### src/rtl/rv32_pkg.sv
// Shared RV32I decode definitions: opcode constants, class/immediate-format
// encodings and the fixed-width part of the decoded bundle. PC and immediate
// are XLEN-wide and therefore travel next to the struct, not inside it.
package rv32_pkg;

    localparam logic [6:0] OpLoad   = 7'b0000011;
    localparam logic [6:0] OpFence  = 7'b0001111;
    localparam logic [6:0] OpImm    = 7'b0010011;
    localparam logic [6:0] OpAuipc  = 7'b0010111;
    localparam logic [6:0] OpStore  = 7'b0100011;
    localparam logic [6:0] OpReg    = 7'b0110011;
    localparam logic [6:0] OpLui    = 7'b0110111;
    localparam logic [6:0] OpBranch = 7'b1100011;
    localparam logic [6:0] OpJalr   = 7'b1100111;
    localparam logic [6:0] OpJal    = 7'b1101111;
    localparam logic [6:0] OpSystem = 7'b1110011;

    typedef enum logic [3:0] {
        InstNone   = 4'b0000,
        InstLoad   = 4'b0001,
        InstStore  = 4'b0010,
        InstRAlu   = 4'b0011,
        InstIAlu   = 4'b0100,
        InstBranch = 4'b0101,
        InstJal    = 4'b0110,
        InstJalr   = 4'b0111,
        InstLui    = 4'b1000,
        InstAuipc  = 4'b1001,
        InstSystem = 4'b1010,
        InstFence  = 4'b1011
    } inst_type_e;

    typedef enum logic [2:0] {
        ImmI       = 3'b000,
        ImmS       = 3'b001,
        ImmNone    = 3'b010,
        ImmB       = 3'b011,
        ImmU       = 3'b100,
        ImmJ       = 3'b101,
        ImmIllegal = 3'b111
    } imm_type_e;

    typedef struct packed {
        logic [6:0] opcode;
        inst_type_e inst_type;
        imm_type_e  imm_type;
        logic [4:0] rd;
        logic [4:0] rs1;
        logic [4:0] rs2;
        logic [2:0] func3;
        logic [6:0] func7;
        logic       illegal;
    } decoded_t;

endpackage

### src/rtl/decode_stage_if.sv
// Handshake bus of the decode stage.
//   upstream  : flush, in_valid, in_ready, instruction, in_pc
//   downstream: out_valid, out_ready, out_pc, decoded fields, imm, illegal,
//               illegal_count
// slave = the decode stage, master = its environment.
interface decode_stage_if #(
    parameter int unsigned XLEN = 32
) ();
    import rv32_pkg::*;

    logic            flush;
    logic            in_valid;
    logic            in_ready;
    logic [31:0]     instruction;
    logic [XLEN-1:0] in_pc;
    logic            out_valid;
    logic            out_ready;
    logic [XLEN-1:0] out_pc;
    logic [6:0]      opcode;
    inst_type_e      inst_type;
    imm_type_e       imm_type;
    logic [4:0]      rd;
    logic [4:0]      rs1;
    logic [4:0]      rs2;
    logic [2:0]      func3;
    logic [6:0]      func7;
    logic [XLEN-1:0] imm;
    logic            illegal;
    logic [15:0]     illegal_count;

    modport slave (
        input  flush, in_valid, instruction, in_pc, out_ready,
        output in_ready, out_valid, out_pc, opcode, inst_type, imm_type,
               rd, rs1, rs2, func3, func7, imm, illegal, illegal_count
    );

    modport master (
        output flush, in_valid, instruction, in_pc, out_ready,
        input  in_ready, out_valid, out_pc, opcode, inst_type, imm_type,
               rd, rs1, rs2, func3, func7, imm, illegal, illegal_count
    );
endinterface

### src/rtl/imm_gen.sv
// Combinational field and immediate extraction for one RV32I word.
//   instruction : raw 32-bit word
//   fields      : class, immediate format and register/func fields; fields
//                 absent from the format are 0; illegal set for unknown opcodes
//   imm         : immediate sign-extended from instruction[31] to XLEN
module imm_gen
    import rv32_pkg::*;
#(
    parameter int unsigned XLEN = 32
) (
    input  logic [31:0]     instruction,
    output decoded_t        fields,
    output logic [XLEN-1:0] imm
);
    logic [XLEN-1:0] imm_i, imm_s, imm_b, imm_u, imm_j;
    logic [2:0]      f3;

    assign f3    = instruction[14:12];
    assign imm_i = {{(XLEN-12){instruction[31]}}, instruction[31:20]};
    assign imm_s = {{(XLEN-12){instruction[31]}}, instruction[31:25], instruction[11:7]};
    assign imm_b = {{(XLEN-13){instruction[31]}}, instruction[31], instruction[7],
                    instruction[30:25], instruction[11:8], 1'b0};
    // Top bit split off so the replication count is never zero at XLEN=32.
    assign imm_u = {{(XLEN-31){instruction[31]}}, instruction[30:12], 12'b0};
    assign imm_j = {{(XLEN-21){instruction[31]}}, instruction[31], instruction[19:12],
                    instruction[20], instruction[30:21], 1'b0};

    always_comb begin
        fields           = '0;
        fields.opcode    = instruction[6:0];
        fields.inst_type = InstNone;
        fields.imm_type  = ImmIllegal;
        imm              = '0;
        case (instruction[6:0])
            OpLoad, OpJalr, OpSystem, OpFence: begin
                unique case (instruction[6:0])
                    OpLoad:   fields.inst_type = InstLoad;
                    OpJalr:   fields.inst_type = InstJalr;
                    OpSystem: fields.inst_type = InstSystem;
                    default:  fields.inst_type = InstFence;
                endcase
                fields.imm_type = ImmI;
                fields.rd       = instruction[11:7];
                fields.rs1      = instruction[19:15];
                fields.func3    = f3;
                imm             = imm_i;
            end
            OpImm: begin
                fields.inst_type = InstIAlu;
                fields.imm_type  = ImmI;
                fields.rd        = instruction[11:7];
                fields.rs1       = instruction[19:15];
                fields.func3     = f3;
                // Only shifts carry a meaningful func7.
                if (f3 == 3'b001 || f3 == 3'b101) fields.func7 = instruction[31:25];
                imm              = imm_i;
            end
            OpStore: begin
                fields.inst_type = InstStore;
                fields.imm_type  = ImmS;
                fields.rs1       = instruction[19:15];
                fields.rs2       = instruction[24:20];
                fields.func3     = f3;
                imm              = imm_s;
            end
            OpReg: begin
                fields.inst_type = InstRAlu;
                fields.imm_type  = ImmNone;
                fields.rd        = instruction[11:7];
                fields.rs1       = instruction[19:15];
                fields.rs2       = instruction[24:20];
                fields.func3     = f3;
                fields.func7     = instruction[31:25];
            end
            OpBranch: begin
                fields.inst_type = InstBranch;
                fields.imm_type  = ImmB;
                fields.rs1       = instruction[19:15];
                fields.rs2       = instruction[24:20];
                fields.func3     = f3;
                imm              = imm_b;
            end
            OpLui, OpAuipc: begin
                fields.inst_type = (instruction[6:0] == OpLui) ? InstLui : InstAuipc;
                fields.imm_type  = ImmU;
                fields.rd        = instruction[11:7];
                imm              = imm_u;
            end
            OpJal: begin
                fields.inst_type = InstJal;
                fields.imm_type  = ImmJ;
                fields.rd        = instruction[11:7];
                imm              = imm_j;
            end
            default: fields.illegal = 1'b1;
        endcase
    end
endmodule

### src/rtl/decode_stage.sv
// RV32I decode pipeline stage.
//   clk, rst : clock and asynchronous active-high reset
//   bus      : slave side of decode_stage_if (input handshake + word/PC,
//              flush, output handshake + decoded bundle, illegal counter)
// SKID_EN=1 adds a second entry so in_ready comes straight from a flop;
// SKID_EN=0 keeps a single output register with a combinational in_ready.
module decode_stage
    import rv32_pkg::*;
#(
    parameter int unsigned XLEN    = 32,
    parameter int unsigned SKID_EN = 1
) (
    input logic          clk,
    input logic          rst,
    decode_stage_if.slave bus
);
    decoded_t        raw_fields, dec_fields, out_fields_q, skid_fields_q;
    logic [XLEN-1:0] raw_imm, dec_imm, out_imm_q, skid_imm_q, out_pc_q, skid_pc_q;
    logic            out_valid_q, out_valid_d, skid_full_q, skid_full_d, in_ready_q;
    logic            in_ready, acc, deq, bad;
    logic            load_out_new, load_out_skid, load_skid, count_inc;
    logic [15:0]     illegal_count_q;
    logic [2:0]      f3;
    logic [6:0]      f7;

    imm_gen #(.XLEN(XLEN)) u_imm_gen (
        .instruction(bus.instruction),
        .fields     (raw_fields),
        .imm        (raw_imm)
    );

    assign f3 = bus.instruction[14:12];
    assign f7 = bus.instruction[31:25];

    // Legality check; an illegal word keeps only opcode (and PC) visible.
    always_comb begin
        bad = raw_fields.illegal;
        case (raw_fields.inst_type)
            InstRAlu:   if (!(f7 == 7'h00 || (f7 == 7'h20 && (f3 == 3'b000 || f3 == 3'b101))))
                            bad = 1'b1;
            InstIAlu:   if ((f3 == 3'b001 && f7 != 7'h00) ||
                            (f3 == 3'b101 && f7 != 7'h00 && f7 != 7'h20)) bad = 1'b1;
            InstLoad:   if (f3 == 3'b011 || f3 == 3'b110 || f3 == 3'b111) bad = 1'b1;
            InstStore:  if (f3 > 3'b010) bad = 1'b1;
            InstBranch: if (f3 == 3'b010 || f3 == 3'b011) bad = 1'b1;
            InstJalr:   if (f3 != 3'b000) bad = 1'b1;
            default:    ;
        endcase
        dec_fields = raw_fields;
        dec_imm    = raw_imm;
        if (bad) begin
            dec_fields           = '0;
            dec_fields.opcode    = bus.instruction[6:0];
            dec_fields.inst_type = InstNone;
            dec_fields.imm_type  = ImmIllegal;
            dec_fields.illegal   = 1'b1;
            dec_imm              = '0;
        end
    end

    assign in_ready = (SKID_EN != 0) ? in_ready_q
                                     : (!rst && (!out_valid_q || bus.out_ready));
    assign acc = bus.in_valid && in_ready;
    assign deq = out_valid_q && bus.out_ready;

    always_comb begin
        out_valid_d   = out_valid_q;
        skid_full_d   = skid_full_q;
        load_out_new  = 1'b0;
        load_out_skid = 1'b0;
        load_skid     = 1'b0;
        if (bus.flush) begin
            out_valid_d = 1'b0;
            skid_full_d = 1'b0;
        end else if (!out_valid_q || deq) begin
            // Skid is never full while in_ready is high, so no accept competes here.
            if (skid_full_q) begin
                load_out_skid = 1'b1;
                out_valid_d   = 1'b1;
                skid_full_d   = 1'b0;
            end else begin
                load_out_new = acc;
                out_valid_d  = acc;
            end
        end else if (acc) begin
            load_skid   = 1'b1;
            skid_full_d = 1'b1;
        end
    end

    assign count_inc = acc && !bus.flush && dec_fields.illegal && (illegal_count_q != 16'hFFFF);

    always_ff @(posedge clk or posedge rst) begin
        if (rst) begin
            out_valid_q     <= 1'b0;
            skid_full_q     <= 1'b0;
            in_ready_q      <= 1'b0;
            illegal_count_q <= '0;
            out_fields_q    <= '0;
            out_imm_q       <= '0;
            out_pc_q        <= '0;
            skid_fields_q   <= '0;
            skid_imm_q      <= '0;
            skid_pc_q       <= '0;
        end else begin
            out_valid_q <= out_valid_d;
            skid_full_q <= skid_full_d;
            in_ready_q  <= !skid_full_d;
            if (load_out_new) begin
                out_fields_q <= dec_fields;
                out_imm_q    <= dec_imm;
                out_pc_q     <= bus.in_pc;
            end else if (load_out_skid) begin
                out_fields_q <= skid_fields_q;
                out_imm_q    <= skid_imm_q;
                out_pc_q     <= skid_pc_q;
            end
            if (load_skid) begin
                skid_fields_q <= dec_fields;
                skid_imm_q    <= dec_imm;
                skid_pc_q     <= bus.in_pc;
            end
            if (count_inc) illegal_count_q <= illegal_count_q + 16'd1;
        end
    end

    assign bus.in_ready      = in_ready;
    assign bus.out_valid     = out_valid_q;
    assign bus.out_pc        = out_pc_q;
    assign bus.opcode        = out_fields_q.opcode;
    assign bus.inst_type     = out_fields_q.inst_type;
    assign bus.imm_type      = out_fields_q.imm_type;
    assign bus.rd            = out_fields_q.rd;
    assign bus.rs1           = out_fields_q.rs1;
    assign bus.rs2           = out_fields_q.rs2;
    assign bus.func3         = out_fields_q.func3;
    assign bus.func7         = out_fields_q.func7;
    assign bus.imm           = out_imm_q;
    assign bus.illegal       = out_fields_q.illegal;
    assign bus.illegal_count = illegal_count_q;
endmodule
### src/flat_wrapper.sv
// flat-port wrapper written by rule: the top's interface ports become plain ports
module decode_stage_flat import rv32_pkg::*;
#(
    parameter int unsigned XLEN    = 32,
    parameter int unsigned SKID_EN = 1
)
  (clk, rst, bus_flush, bus_in_valid, bus_instruction, bus_in_pc, bus_out_ready, bus_in_ready, bus_out_valid, bus_out_pc, bus_opcode, bus_inst_type, bus_imm_type, bus_rd, bus_rs1, bus_rs2, bus_func3, bus_func7, bus_imm, bus_illegal, bus_illegal_count);
  decode_stage_if #(.XLEN(XLEN)) bus_i ();
  input logic clk;
  input logic rst;
  input wire logic [$bits(bus_i.flush)-1:0] bus_flush;
  input wire logic [$bits(bus_i.in_valid)-1:0] bus_in_valid;
  input wire logic [$bits(bus_i.instruction)-1:0] bus_instruction;
  input wire logic [$bits(bus_i.in_pc)-1:0] bus_in_pc;
  input wire logic [$bits(bus_i.out_ready)-1:0] bus_out_ready;
  output wire logic [$bits(bus_i.in_ready)-1:0] bus_in_ready;
  output wire logic [$bits(bus_i.out_valid)-1:0] bus_out_valid;
  output wire logic [$bits(bus_i.out_pc)-1:0] bus_out_pc;
  output wire logic [$bits(bus_i.opcode)-1:0] bus_opcode;
  output wire logic [$bits(bus_i.inst_type)-1:0] bus_inst_type;
  output wire logic [$bits(bus_i.imm_type)-1:0] bus_imm_type;
  output wire logic [$bits(bus_i.rd)-1:0] bus_rd;
  output wire logic [$bits(bus_i.rs1)-1:0] bus_rs1;
  output wire logic [$bits(bus_i.rs2)-1:0] bus_rs2;
  output wire logic [$bits(bus_i.func3)-1:0] bus_func3;
  output wire logic [$bits(bus_i.func7)-1:0] bus_func7;
  output wire logic [$bits(bus_i.imm)-1:0] bus_imm;
  output wire logic [$bits(bus_i.illegal)-1:0] bus_illegal;
  output wire logic [$bits(bus_i.illegal_count)-1:0] bus_illegal_count;
  assign bus_i.flush = bus_flush;
  assign bus_i.in_valid = bus_in_valid;
  assign bus_i.instruction = bus_instruction;
  assign bus_i.in_pc = bus_in_pc;
  assign bus_i.out_ready = bus_out_ready;
  assign bus_in_ready = bus_i.in_ready;
  assign bus_out_valid = bus_i.out_valid;
  assign bus_out_pc = bus_i.out_pc;
  assign bus_opcode = bus_i.opcode;
  assign bus_inst_type = bus_i.inst_type;
  assign bus_imm_type = bus_i.imm_type;
  assign bus_rd = bus_i.rd;
  assign bus_rs1 = bus_i.rs1;
  assign bus_rs2 = bus_i.rs2;
  assign bus_func3 = bus_i.func3;
  assign bus_func7 = bus_i.func7;
  assign bus_imm = bus_i.imm;
  assign bus_illegal = bus_i.illegal;
  assign bus_illegal_count = bus_i.illegal_count;
  decode_stage #(.XLEN(XLEN), .SKID_EN(SKID_EN)) u_core (.clk(clk), .rst(rst), .bus(bus_i));
endmodule
### config.mk
export PLATFORM = sky130hd
export DESIGN_NAME = decode_stage_flat
export DESIGN_NICKNAME = d
export VERILOG_FILES = /design/src/rtl/rv32_pkg.sv /design/src/rtl/decode_stage_if.sv /design/src/rtl/imm_gen.sv /design/src/rtl/decode_stage.sv /design/src/flat_wrapper.sv
export SDC_FILE = /design/constraint.sdc
export NUM_CORES = 1
export LEC_CHECK = 0
export BUFFER_PORTS_ARGS = -buffer_cell sky130_fd_sc_hd__buf_2
export CORE_UTILIZATION = 35
export DETAILED_ROUTE_END_ITERATION = 10
export GPL_TIMING_DRIVEN = 0
export PLACE_DENSITY = 0.55
export SYNTH_ARGS = -nofsm -noshare
export SYNTH_HDL_FRONTEND = slang
export SYNTH_SLANG_ARGS = --single-unit
### constraint.sdc
create_clock -name clk -period 23 [get_ports clk]
set_input_delay 4.6 -clock clk [delete_from_list [all_inputs] [get_ports clk]]
set_output_delay 4.6 -clock clk [all_outputs]
set_load 0.01 [all_outputs]
Word-level counts from Yosys, hierarchy flattened:

Cells that the tools add are included.

* add/sub/neg operators: 1
* mux-type cells: 41
* $lt $le $gt $ge: 1
* equal/unequal tests: 26
* reductions and logical operators: 33

Operator list (number)
* 2-to-1 mux 32 bit: 5
* one-hot mux 32 bit (5 select lines): 1
* 2-to-1 mux 40 bit: 2
* one-hot mux 7 bit (7 select lines): 1
* 2-to-1 mux 33 bit: 1
* == test 7 x 6 -> 1 bit, second input constant: 4
* == test 7 bit, second input constant: 4
* 2-to-1 mux 1 bit: 23
* adder 16 x 1 -> 16 bit, second input constant: 1
* != test 16 bit, second input constant: 1
* 2-to-1 mux 5 bit: 3
* == test 7 x 5 -> 1 bit, second input constant: 2
* one-hot mux 7 bit (2 select lines): 1
* == test 4 x 3 -> 1 bit, second input constant: 3
* one-hot mux 4 bit (3 select lines): 1
* OR reduction 11 bit: 1
* == test 3 bit, second input constant: 3
* logical AND 1 bit: 9
* OR reduction 9 bit: 1
* == test 4 x 2 -> 1 bit, second input constant: 2
* logical OR 1 bit: 8
* OR reduction 8 bit: 1
* == test 7 x 2 -> 1 bit, second input constant: 1
* == test 7 x 4 -> 1 bit, second input constant: 1
* 18 further kinds: 22

* input port bits: 69
* flip-flop bits (word level): 227
* output and inout port bits: 122
* word-level logic and storage cells: 128

Logic depth before layout (Yosys ltp):

Gate-level depths: netlist (run 1).

* word-level depth: 9
* gate-level depth with buffers: 10
* mapped depth without buffers: 8

Cells and area by module:

A second synthesis (run 1) with hierarchy kept.

* cell total of the unflattened synthesis: 1315
* area, all modules: 11124.4 µm²

Modules (own cells, without submodules)
* decode_stage: area an instance 9892.0 µm², instances 1, sequential area each 5680.4 µm², cells each 1133
* imm_gen: area an instance 1232.4 µm², instances 1, sequential area each 0.0 µm², cells each 182

Worst setup path before layout (run 1):

No wires, ideal clock.

* path kind: input-to-reg
* from: in bus_instruction[2]
* to: reg u_core.illegal_count_q[1], in the netlist u_core.bus.illegal_count[1]
* setup time: 0.125 ns
* data required time: 22.875 ns
* path buffers: 0
* setup slack: 16.362 ns
* data arrival time: 6.514 ns
* stages: 8
* path through: or4b_1 o221ai_2 nand4_1 mux2i_1 a211oi_1 and2_4 nor3_1 mux2_2

* longest elaborated chain between the ends: 8
* elaborated cells on any way between the ends: 34
* classes of those cells: 17 x eq/ne; 12 x mux; 5 x reduce/logical

RTL lines
* start: declaration: line flat_wrapper.sv:13 `input wire logic [$bits(bus_i.instruction)-1:0] bus_instruction;`
* == test 7 bit (tied with other cells): line imm_gen.sv:34, imm_gen.sv:36
* one-hot mux 4 bit (3 select lines) (tied with other cells): line imm_gen.sv:36 `unique case (instruction[6:0])`
* one-hot mux 7 bit (7 select lines) or 2-to-1 mux 1 bit (tied branches): line imm_gen.sv:34 `case (instruction[6:0])`
* == test 4 x 3 -> 1 bit (tied with other cells): line decode_stage.sv:38 `case (raw_fields.inst_type)`
* one-hot mux 1 bit (6 select lines): line decode_stage.sv:38
* 2-to-1 mux 33 bit (*): line decode_stage.sv:51 `if (bad) begin`
* logical AND 1 bit (*) (2 in series): line decode_stage.sv:91 `assign count_inc = acc && !bus.flush && dec_fields.illegal && (illegal_count_q != 16'hFFFF);`
* end signal: assignment: line decode_stage.sv:123 `if (count_inc) illegal_count_q <= illegal_count_q + 16'd1;`
* end: declaration: line decode_stage.sv:22 `logic [15:0] illegal_count_q;`

Every way passes the cells marked *; elsewhere a longest branch is shown, timed or not.
A chain may end at the register's enable or synchronous reset.

Final worst setup path (run 1):

* from: in bus_instruction[2]
* to: reg u_core.skid_fields_q[19] in the netlist's numbering

* longest elaborated chain between the ends: 6
* elaborated cells on any way between the ends: 34
* classes of those cells: 17 x eq/ne; 13 x mux; 4 x reduce/logical

RTL lines
* == test 7 bit (tied with other cells): line imm_gen.sv:34, imm_gen.sv:36
* one-hot mux 4 bit (3 select lines) (tied with other cells): line imm_gen.sv:36
* one-hot mux 7 bit (7 select lines) or 2-to-1 mux 1 bit (tied branches): line imm_gen.sv:34
* == test 4 x 3 -> 1 bit (tied with other cells): line decode_stage.sv:38
* one-hot mux 1 bit (6 select lines): line decode_stage.sv:38
* 2-to-1 mux 33 bit (*): line decode_stage.sv:51
* end signal: assignment: line decode_stage.sv:119 `skid_fields_q <= dec_fields;`
* end: declaration: line decode_stage.sv:17 `decoded_t raw_fields, dec_fields, out_fields_q, skid_fields_q;`

Marked as above.

==> results.yml, run 1 <==
outcome:
  run_status: "finished clean"
yosys:
  synth_nets: 1211
  synth_ff_type: "dfrtp_1"
  synth_largest_area_cell: "dfrtp_1"
  syn-cell-area_mm2: 0.01024
  synth_seq_cells: 227
  postSynthAreaPerCell_um2: 8.973
  synth_edf_count: 0
  synth_area_leaders: "dfrtp_1 (55%), nand2_1 (12%), a31oi_1 (3.7%)"
  post_synth_inst_count: 1141
  async_reset_ff_frac: 1.000
  synth.distinct_cells: 62
  synth-warning-count: 0
  netlist.area_leader.share: 0.5548
  synth-seq-area-share: 0.5548
worst_hold_path:
  hold_path_depth: 2
  min-delay-path-class: "reg2reg"
clock_network:
  cts-hold-fix-buffers: 0
  clock_tree.buffer_depth: 3
  cts.sinks: 227
  cts_htree_levels: 1
  clock_tree.root_cell: "clkbuf_16"
  cts_tree: "built"
  cts-buffers-inserted: 26
  post-cts-setup-buffer-count: 0
  cts.clk_slew.worst_paths_ns: 0.06
  post_cts.resized_instances: 0
  clk-insertion-delay-late_ns: 0.54
sta:
  period_share: 0.3144
  setup_repair_after_global_routing_missed_its_margin: "false"
  tightest_slew_ns: 1.175
  setup-violations-final: 0
  finClkSkew_ns: 0.01479
  finalSetupTns_ns: 0
  achievable-frequency_mhz: 138.3
  hold_viol_final: 0
  rel_slew_slack: 0.2108
  fin_crit_ns: 7.232
  finalMaxSlewViolations: 0
job:
  drv_cap: 0
worst_setup_path:
  reg2regPathDepth: 8
  worst-endpoint-required_ns: 23.47
  kind_of_end_point_of_the_critical_path: "flop"
  path_class: "in2reg"
  critPathMaxFanout: 10
  crit_path_start_kind: "primary input"
  critPathArrivalTime_ns: 7.70
cells_and_area:
  fillerInstances: 2940
  finish.utilization: 0.4364
  syn2layout_area_growth_pct: 22.35
  post_route_cells_drive_above_1_share: 0.1845
  fin_area_mm2: 0.01253
  final_nets: 1429
place:
  gp_congestion: 0.9138
  port_buffers: 189
  placed_area_mm2: 0.01170
  post_dp_hpwl_mm: 23.09
floorplanning:
  rows: 62
  die_w_um: 173.0
  ios: 191
  dieHeight_um: 173.0
  dieArea_mm2: 0.02994
  effective_utilization_at_floorplan: 0.3567
  core_mm2: 0.02870
pwr:
  power.density_cell_area_mw_per_mm2: 84.64
  p_leak_uw: 0.006084
  power.ir.vdd_worst_uv: 51.29
routing:
  ant_nets: 0
  via_per_inst: 5.244
  vias: 9246
  totalWireLength_mm: 32.61
  drtIter0Drc: 863
  wire_per_inst_um: 18.50
  drt_first_pass_iters: 7
  post_route_drc: 0
grt:
  grt_pass1_vias: 8949
  groute.usage.overall: 0.2161
  global_route_wire_length_before_repair_mm: 51.37
  grt_antenna_before_repair: 3
  grt_start_max_net_pins: 121
  globalRouteOverflowTotal: 0
## power breakdown
part,switching [uW],internal (uW),total [uW]
clock,169,235,403
combinational,106,65.5,171
sequential,33.0,452,485
## worst paths after layout
kind	end	slack, ns	startpoint
max	u_core.skid_fields_q[19]	15.77	bus_instruction[2]
min	u_core.bus.func7[0]	0.46	u_core.bus.func7[0]
max reg2reg	u_core.bus.imm[0]	19.72	u_core.bus.in_ready
min reg2reg	u_core.bus.func7[0]	0.46	u_core.bus.func7[0]
max in group asynchronous	u_core.skid_imm_q[28]	17.74	rst
min in group asynchronous	u_core.bus.out_pc[28]	4.19	rst
## Yosys cell counts, drive strengths merged, types with 9 or more instances
| cell | number |
|---|---|
| and3 | 31 |
| o31ai | 16 |
| buf | 18 |
| and2 | 10 |
| xor2 | 10 |
| dfrtp | 227 |
| a21oi | 65 |
| nand3 | 40 |
| nand2b | 9 |
| clkbuf | 65 |
| o21ai | 49 |
| nor4 | 9 |
| a22o | 12 |
| nand2 | 315 |
| nor2 | 102 |
| a31oi | 61 |
## sequential cells by signal, indices dropped and copies added, names as in the netlist, 3 cells and up
| register | count |
|---|---|
| u_core.bus.imm | 32 |
| u_core.bus.rs2 | 5 |
| u_core.bus.opcode | 7 |
| u_core.bus.out_pc | 32 |
| u_core.bus.rs1 | 5 |
| u_core.bus.func3 | 3 |
| u_core.skid_pc_q | 32 |
| u_core.bus.illegal_count | 16 |
| u_core.bus.imm_type | 3 |
| u_core.skid_fields_q | 40 |
| u_core.bus.inst_type | 4 |
| u_core.bus.rd | 5 |
| u_core.skid_imm_q | 32 |
| u_core.bus.func7 | 7 |
## per-layer routing
metal	global-route usage	vias up	wire length, um
li1	-	4370	-
met1	0.3096	4512	15020
met2	0.3348	306	14800
met3	0.04002	56	2074
met4	0.05863	2	711
met5	0	-	10
## area by class of cell
| type | count | area, um^2 | share of cell area |
|---|---|---|---|
| Timing Repair Buffer | 190 | 973.4 | 0.07771 |
| Antenna cell | 2 | 5.005 | 0.0003995 |
| Sequential cell | 227 | 5680 | 0.4535 |
| Tap cell | 384 | 480.5 | 0.03835 |
| Clock inverter | 11 | 86.33 | 0.006892 |
| Buffer | 83 | 339.1 | 0.02707 |
| Clock buffer | 35 | 735.7 | 0.05873 |
| Multi-Input combinational cell | 827 | 4204 | 0.3356 |
| Inverter | 4 | 22.52 | 0.001798 |
## logic make-up after synthesis
group	synth area share
fa+ha+maj	0.001222
xor+xnor	0.01283
buf+inv	0.03458
compound gates	0.1562
flops	0.5548
mux	0.005133
simple gates	0.2352
## through the flow
step / hold slack [ns] / total power [uW] / setup WS [ns] / instances
6_report: 0.4621 / 1060 / 15.77 / 1763
5_1_grt: 0.4840 / 1114 / 15.50 / 1762
3_3_place_gp: 0.4509 / 661.3 / 9.186 / 1714
3_5_place_dp: 0.4546 / 665.0 / 15.34 / 1715
2_1_floorplan: 0.4384 / 587.0 / 12.18 / 1141
4_1_cts: 0.4684 / 1069 / 15.88 / 1761
## placed cells by master, fill, tap and decap left out, drive strengths merged, types with 9 or more instances in the layout
master	Yosys	layout
clkbuf	65	100
nor2	102	102
and2	10	10
a31oi	61	61
nand3	40	40
o21ai	49	49
a21oi	65	65
dfrtp	227	227
nand2	315	315
nand2b	9	9
o31ai	16	16
xor2	10	10
a22o	12	12
buf	18	208
and3	31	31
clkinv	0	9
nor4	9	9
## worst max-delay path, cell delays in order
cell,delay (ns)
buf_2,0.13
buf_2,0.18
nor2_2,0.31
nand3_1,0.30
nor2_1,0.21
a31oi_1,0.12
a211oi_1,0.64
nand3_1,0.49
nor2_2,0.53
a22o_1,0.19
(Power assumes the default switching activity.)
==> run 2: changes to the inputs <==
- PLACE_DENSITY: 0.55 -> 0.57
- clock period: 23 -> 5.9 ns (I/O delays scaled with it)
==> run 2 against run 1 <==
  * First-iteration DRC count is 21% lower
  * Register-to-register slack worse by 17 ns
  * Final cell count is 0.28% higher
  * Critical path type unchanged
==> results.yml, run 2 (synthesis gave the netlist of run 1 again) <==
outcome:
  run_status: "finished clean"
worst_setup_path:
  crit_path_start_kind: "primary input"
  reg2regPathDepth: 7
  critPathArrivalTime_ns: 4.42
  worst-endpoint-required_ns: 6.36
  critPathMaxFanout: 9
  kind_of_end_point_of_the_critical_path: "flop"
  path_class: "in2reg"
  r2r_setup_slack_ns: 2.42
  rr_startpoint: "u_core.bus.in_ready"
  reg2reg_to: "u_core.skid_fields_q[9]"
cells_and_area:
  syn2layout_area_growth_pct: 24.06
  final_common_cell: "nand2_1"
  post_route_cells_drive_above_1_share: 0.1887
  top_library_cells_by_usage_in_the_layout_fill_and_taps_aside: "nand2_1 (315), dfrtp_1 (227), buf_2 (196)"
  final_nets: 1435
  finish.utilization: 0.4425
  largest_register_ffs: 40
  largest_register: "u_core.skid_fields_q"
clock_network:
  post_cts.resized_instances: 0
  clock_tree.root_cell: "clkbuf_16"
  clock_tree.buffer_depth: 3
  post-cts-setup-buffer-count: 0
  cts_tree: "built"
  cts_htree_levels: 1
  cts-buffers-inserted: 26
  cts.sinks: 227
  clk-insertion-delay-late_ns: 0.53
  cts.clk_slew.worst_paths_ns: 0.06
  cts-hold-fix-buffers: 0
pwr:
  power_frac_seq: 0.447
  total_power_uw: 4225
  power.density_cell_area_mw_per_mm2: 332.6
  switching_share: 0.2818
  power_internal_uw: 3034
  power.ir.vdd_worst_uv: 288.0
  clock_power_share: 0.390
  comb_power_share: 0.162
  p_leak_uw: 0.006161
  p_switching_uw: 1191
sta:
  finClkSkew_ns: 0.008955
  finalMaxSlewViolations: 0
  rel_slew_slack: 0.09987
  fin_crit_ns: 3.953
  final_hold_slack_ns: 0.4639
  achievable-frequency_mhz: 253.0
  final.setup.worst_slack_ns: 1.947
  finalSetupTns_ns: 0
  hold_viol_final: 0
  setup-violations-final: 0
  tightest_slew_ns: 1.345
  setup_repair_after_global_routing_missed_its_margin: "false"
  period_share: 0.6700
place:
  gp_congestion: 0.9056
  port_buffers: 189
  detailedPlace.worstSlack_ns: 1.613
  post_dp_hpwl_mm: 23.60
floorplanning:
  die_w_um: 173.0
  dieHeight_um: 173.0
  dieArea_mm2: 0.02994
  rows: 62
  core_mm2: 0.02870
  ios: 191
  effective_utilization_at_floorplan: 0.3567
routing:
  vias: 9313
  wire_per_inst_um: 18.53
  via_per_inst: 5.268
  ant_nets: 0
  post_route_drc: 0
  drtIter0Drc: 680
  totalWireLength_mm: 32.76
  drt_first_pass_iters: 5
grt:
  grt_start_max_net_pins: 42
  global_route_wire_length_before_repair_mm: 51.99
  globalRouteOverflowTotal: 0
  grt_antenna_before_repair: 4
  groute.usage.overall: 0.2198
  grt_pass1_vias: 9187
worst_hold_path:
  hold_path_depth: 2
  timing.hold.worst_endpoint: "u_core.bus.func7[4]"
  min-delay-path-class: "reg2reg"
  hold_startpoint: "u_core.bus.func7[4]"
job:
  drv_cap: 0
## run 2: cell count changes in the layout (fill, tap and decap cells not counted)
| cell | before | now |
|---|---|---|
| clkinv_2 | 8 | 4 |
| bufinv_16 | 1 | 2 |
| clkbuf_8 | 3 | 7 |
| clkinvlp_4 | 1 | 2 |
| diode_2 | 2 | 1 |
| clkbuf_1 | 70 | 69 |
| buf_12 | 0 | 6 |
| inv_8 | 1 | 0 |
## run 2: worst max path at each step
stage	startpoint	endpoint	slack, ns	cells after the start
CTS	bus_instruction[2]	u_core.skid_fields_q[16]	2.14	10
finish	bus_instruction[31]	u_core.skid_fields_q[9]	1.95	9
floorplan	rst	u_core.bus.func3[0]	1.75	1
global route	bus_instruction[2]	u_core.skid_fields_q[16]	1.79	10
detailed placement	bus_instruction[2]	u_core.skid_fields_q[17]	1.61	10
global placement	rst	u_core.bus.illegal_count[7]	0.13	2
## run 2: worst max-delay path: stages
cell,delay (ns)
buf_2,0.16
nor4_1,0.74
nand3_1,0.16
nand4_1,0.13
mux2i_1,0.10
a211oi_1,0.63
nand3_1,0.52
nor2_2,0.58
a22o_1,0.20
## run 2: area by class of cell
| cell class | instances | area (um^2) |
|---|---|---|
| Antenna cell | 1 | 2.502 |
| Buffer | 83 | 339.1 |
| Clock buffer | 38 | 787.0 |
| Clock inverter | 8 | 96.34 |
| Fill cell | 2920 | 16000 |
| Inverter | 4 | 18.77 |
| Multi-Input combinational cell | 827 | 4204 |
| Sequential cell | 227 | 5680 |
| Tap cell | 384 | 480.5 |
| Timing Repair Buffer | 196 | 1094 |
## run 2: stage by stage
| stage | cell area, um^2 | std cells |
|---|---|---|
| floorplan | 10240 | 1141 |
| global placement | 11670 | 1714 |
| detailed placement | 11820 | 1721 |
| CTS | 12700 | 1767 |
| global route | 12700 | 1768 |
| finish | 12700 | 1768 |
## run 2: power groups by stage
stage | clock [uW] | combinational [uW] | sequential [uW]
CTS | 1690 | 691 | 1890
finish | 1650 | 686 | 1890
global placement | 0 | 667 | 1910
global route | 1750 | 770 | 1920
floorplan | 0 | 338 | 1950
detailed placement | 0 | 688 | 1920
## run 2: layer usage
metal	part of all wire	track usage	vias up	wire length [um]
li1	-	-	4388	-
met1	0.45	0.3033	4543	14610
met2	0.45	0.3377	311	14730
met3	0.077	0.05827	67	2507
met4	0.027	0.06637	4	889
met5	0.00061	0	-	20
==> run 3: changes to the inputs <==
- clock period: 5.9 -> 3.5 ns (I/O delays scaled with it)
==> run 3 against run 2 <==
  * Critical endpoint is now u_core.skid_fields_q[21]
  * Non-clock buffer count did not move
  * Register-to-register slack got worse by 2.3 ns
  * Die area did not move
  * Power rose by 69%
  * Critical path type is now reg2reg
  * Sequential power rose by 69%
  * Hold slack got worse by 0.21 ns
  * Routed wire length barely moved
  * Sequential share of layout area fell by 0.075 points
==> results.yml, run 3 (synthesis gave the netlist of run 1 again) <==
clock_network:
  cts_tree: "built"
  cts-buffers-inserted: 26
  clk-insertion-delay-late_ns: 0.53
  cts.clk_slew.worst_paths_ns: 0.06
  cts.sinks: 227
  clock_tree.buffer_depth: 3
  clock_tree.root_cell: "clkbuf_16"
  cts-hold-fix-buffers: 0
  cts_htree_levels: 1
job:
  drv_cap: 0
worst_setup_path:
  rr_startpoint: "u_core.bus.in_ready"
  cells_traversed_along_the_worst_timing_path: "nand2_1 -> or2_2 -> clkbuf_1 -> nor2_1 -> nand3_1 -> clkbuf_1 -> o21ai_0"
  critical_path.n_buffers_inverters: 2
  crit_path_start_kind: "flop"
  launch_point_of_the_critical_path: "u_core.bus.in_ready"
  path_class: "reg2reg"
  critical_path.slowest_cell: "nor2_1"
  most_used_cell_along_the_critical_path: "clkbuf_1"
  critPathArrivalTime_ns: 3.82
  kind_of_end_point_of_the_critical_path: "flop"
  worst_path_largest_cell_delay_ns: 1.01
  critPathMaxFanout: 10
  critical-path-top-delay-family: "simple AND/OR/NAND/NOR gates"
  worst-endpoint-required_ns: 3.93
sta:
  finClkSkew_ns: 0.008419
  hold_viol_final: 0
  setup_repair_after_global_routing_missed_its_margin: "false"
  achievable-frequency_mhz: 295.8
  rel_slew_slack: 0.1309
  period_share: 0.9659
  finalMaxSlewViolations: 0
  tightest_slew_ns: 1.299
  final.setup.worst_slack_ns: 0.1193
  fin_crit_ns: 3.381
  finalSetupTns_ns: 0
  setup-violations-final: 0
cells_and_area:
  finish.utilization: 0.4433
  syn2layout_area_growth_pct: 24.27
  final_common_cell: "nand2_1"
  largest_register: "u_core.skid_fields_q"
  final_cells: 1768
  final_nets: 1435
  largest_register_ffs: 40
  top_library_cells_by_usage_in_the_layout_fill_and_taps_aside: "nand2_1 (315), dfrtp_1 (227), buf_2 (196)"
  post_route_cells_drive_above_1_share: 0.1902
routing:
  vias: 9296
  drt_first_pass_iters: 5
  via_per_inst: 5.258
  ant_nets: 0
  post_route_drc: 0
  drtIter0Drc: 740
  totalWireLength_mm: 32.78
  wire_per_inst_um: 18.54
floorplanning:
  die_w_um: 173.0
  rows: 62
  dieArea_mm2: 0.02994
  dieHeight_um: 173.0
  effective_utilization_at_floorplan: 0.3567
  ios: 191
  core_mm2: 0.02870
grt:
  grt_antenna_before_repair: 4
  global_route_wire_length_before_repair_mm: 51.99
  grt_pass1_vias: 9187
  groute.usage.overall: 0.2198
  grt_start_max_net_pins: 42
  globalRouteOverflowTotal: 0
outcome:
  run_status: "finished clean"
place:
  port_buffers: 189
  gp_congestion: 0.9056
  detailedPlace.worstSlack_ns: -0.3073
  post_dp_hpwl_mm: 23.60
  place.detailed.instances: 1721
pwr:
  power.ir.vdd_worst_uv: 485.5
  total_power_uw: 7123
  p_leak_uw: 0.006166
  power.density_cell_area_mw_per_mm2: 559.8
worst_hold_path:
  min-delay-path-class: "in2async"
==> run 3: cell count changes in the layout (fill, tap and decap cells not counted), sizes merged <==
| cell | change |
|---|---|
| clkbuf | -1 |
| clkdlybuf4s15 | +1 |
==> run 3: path summary, 6_finish.rpt <==
path | end | slack, ns | cells after the start
max | u_core.skid_fields_q[21] | 0.12 | 7
min | u_core.bus.out_pc[24] | 0.26 | 2
max reg2reg | u_core.skid_fields_q[21] | 0.12 | 7
min reg2reg | u_core.bus.func7[4] | 0.46 | 2
max in group asynchronous | u_core.skid_fields_q[23] | 2.16 | 5
min in group clk | u_core.skid_pc_q[22] | 0.37 | 3
==> run 3: where the power goes <==
group / internal [uW] / leakage, uW / switching, uW / total [uW]
Combinational: 445 / 0.00281 / 711 / 1160
Sequential: 2970 / 0.00292 / 213 / 3190
Clock: 1700 / 0.000436 / 1080 / 2780
Total: 5120 / 0.00617 / 2010 / 7120
==> run 3: metrics by stage <==
step                instance area [um^2]  hold slack, ns
floorplan                          10240          0.4384
global placement                   11670          0.4495
detailed placement                 11820          0.4557
CTS                                12700          0.2584
global route                       12720          0.3129
finish                             12720          0.2587
==> run 3: routing by layer <==
metal / wire, um / up-vias / track usage
li1: - / 4388 / -
met1: 14690 / 4521 / 0.3033
met2: 14690 / 323 / 0.3377
met3: 2543 / 60 / 0.05827
met4: 834 / 4 / 0.06637
met5: 20 / - / 0
==> run 3: cell type report <==
class	count	area (um^2)
fill	2916	15980
sequential	227	5680
multi-input combinational	827	4219
timing repair buffer	196	1094
clock buffer	38	787.0
tap	384	480.5
buffer	83	345.3
clock inverter	8	96.34
inverter	4	18.77
antenna	1	2.502
==> run 3: what timing repair did <==
item,CTS,global route
gates resized for setup,0,5
buffers inserted,0,0
setup endpoints to repair,0,16
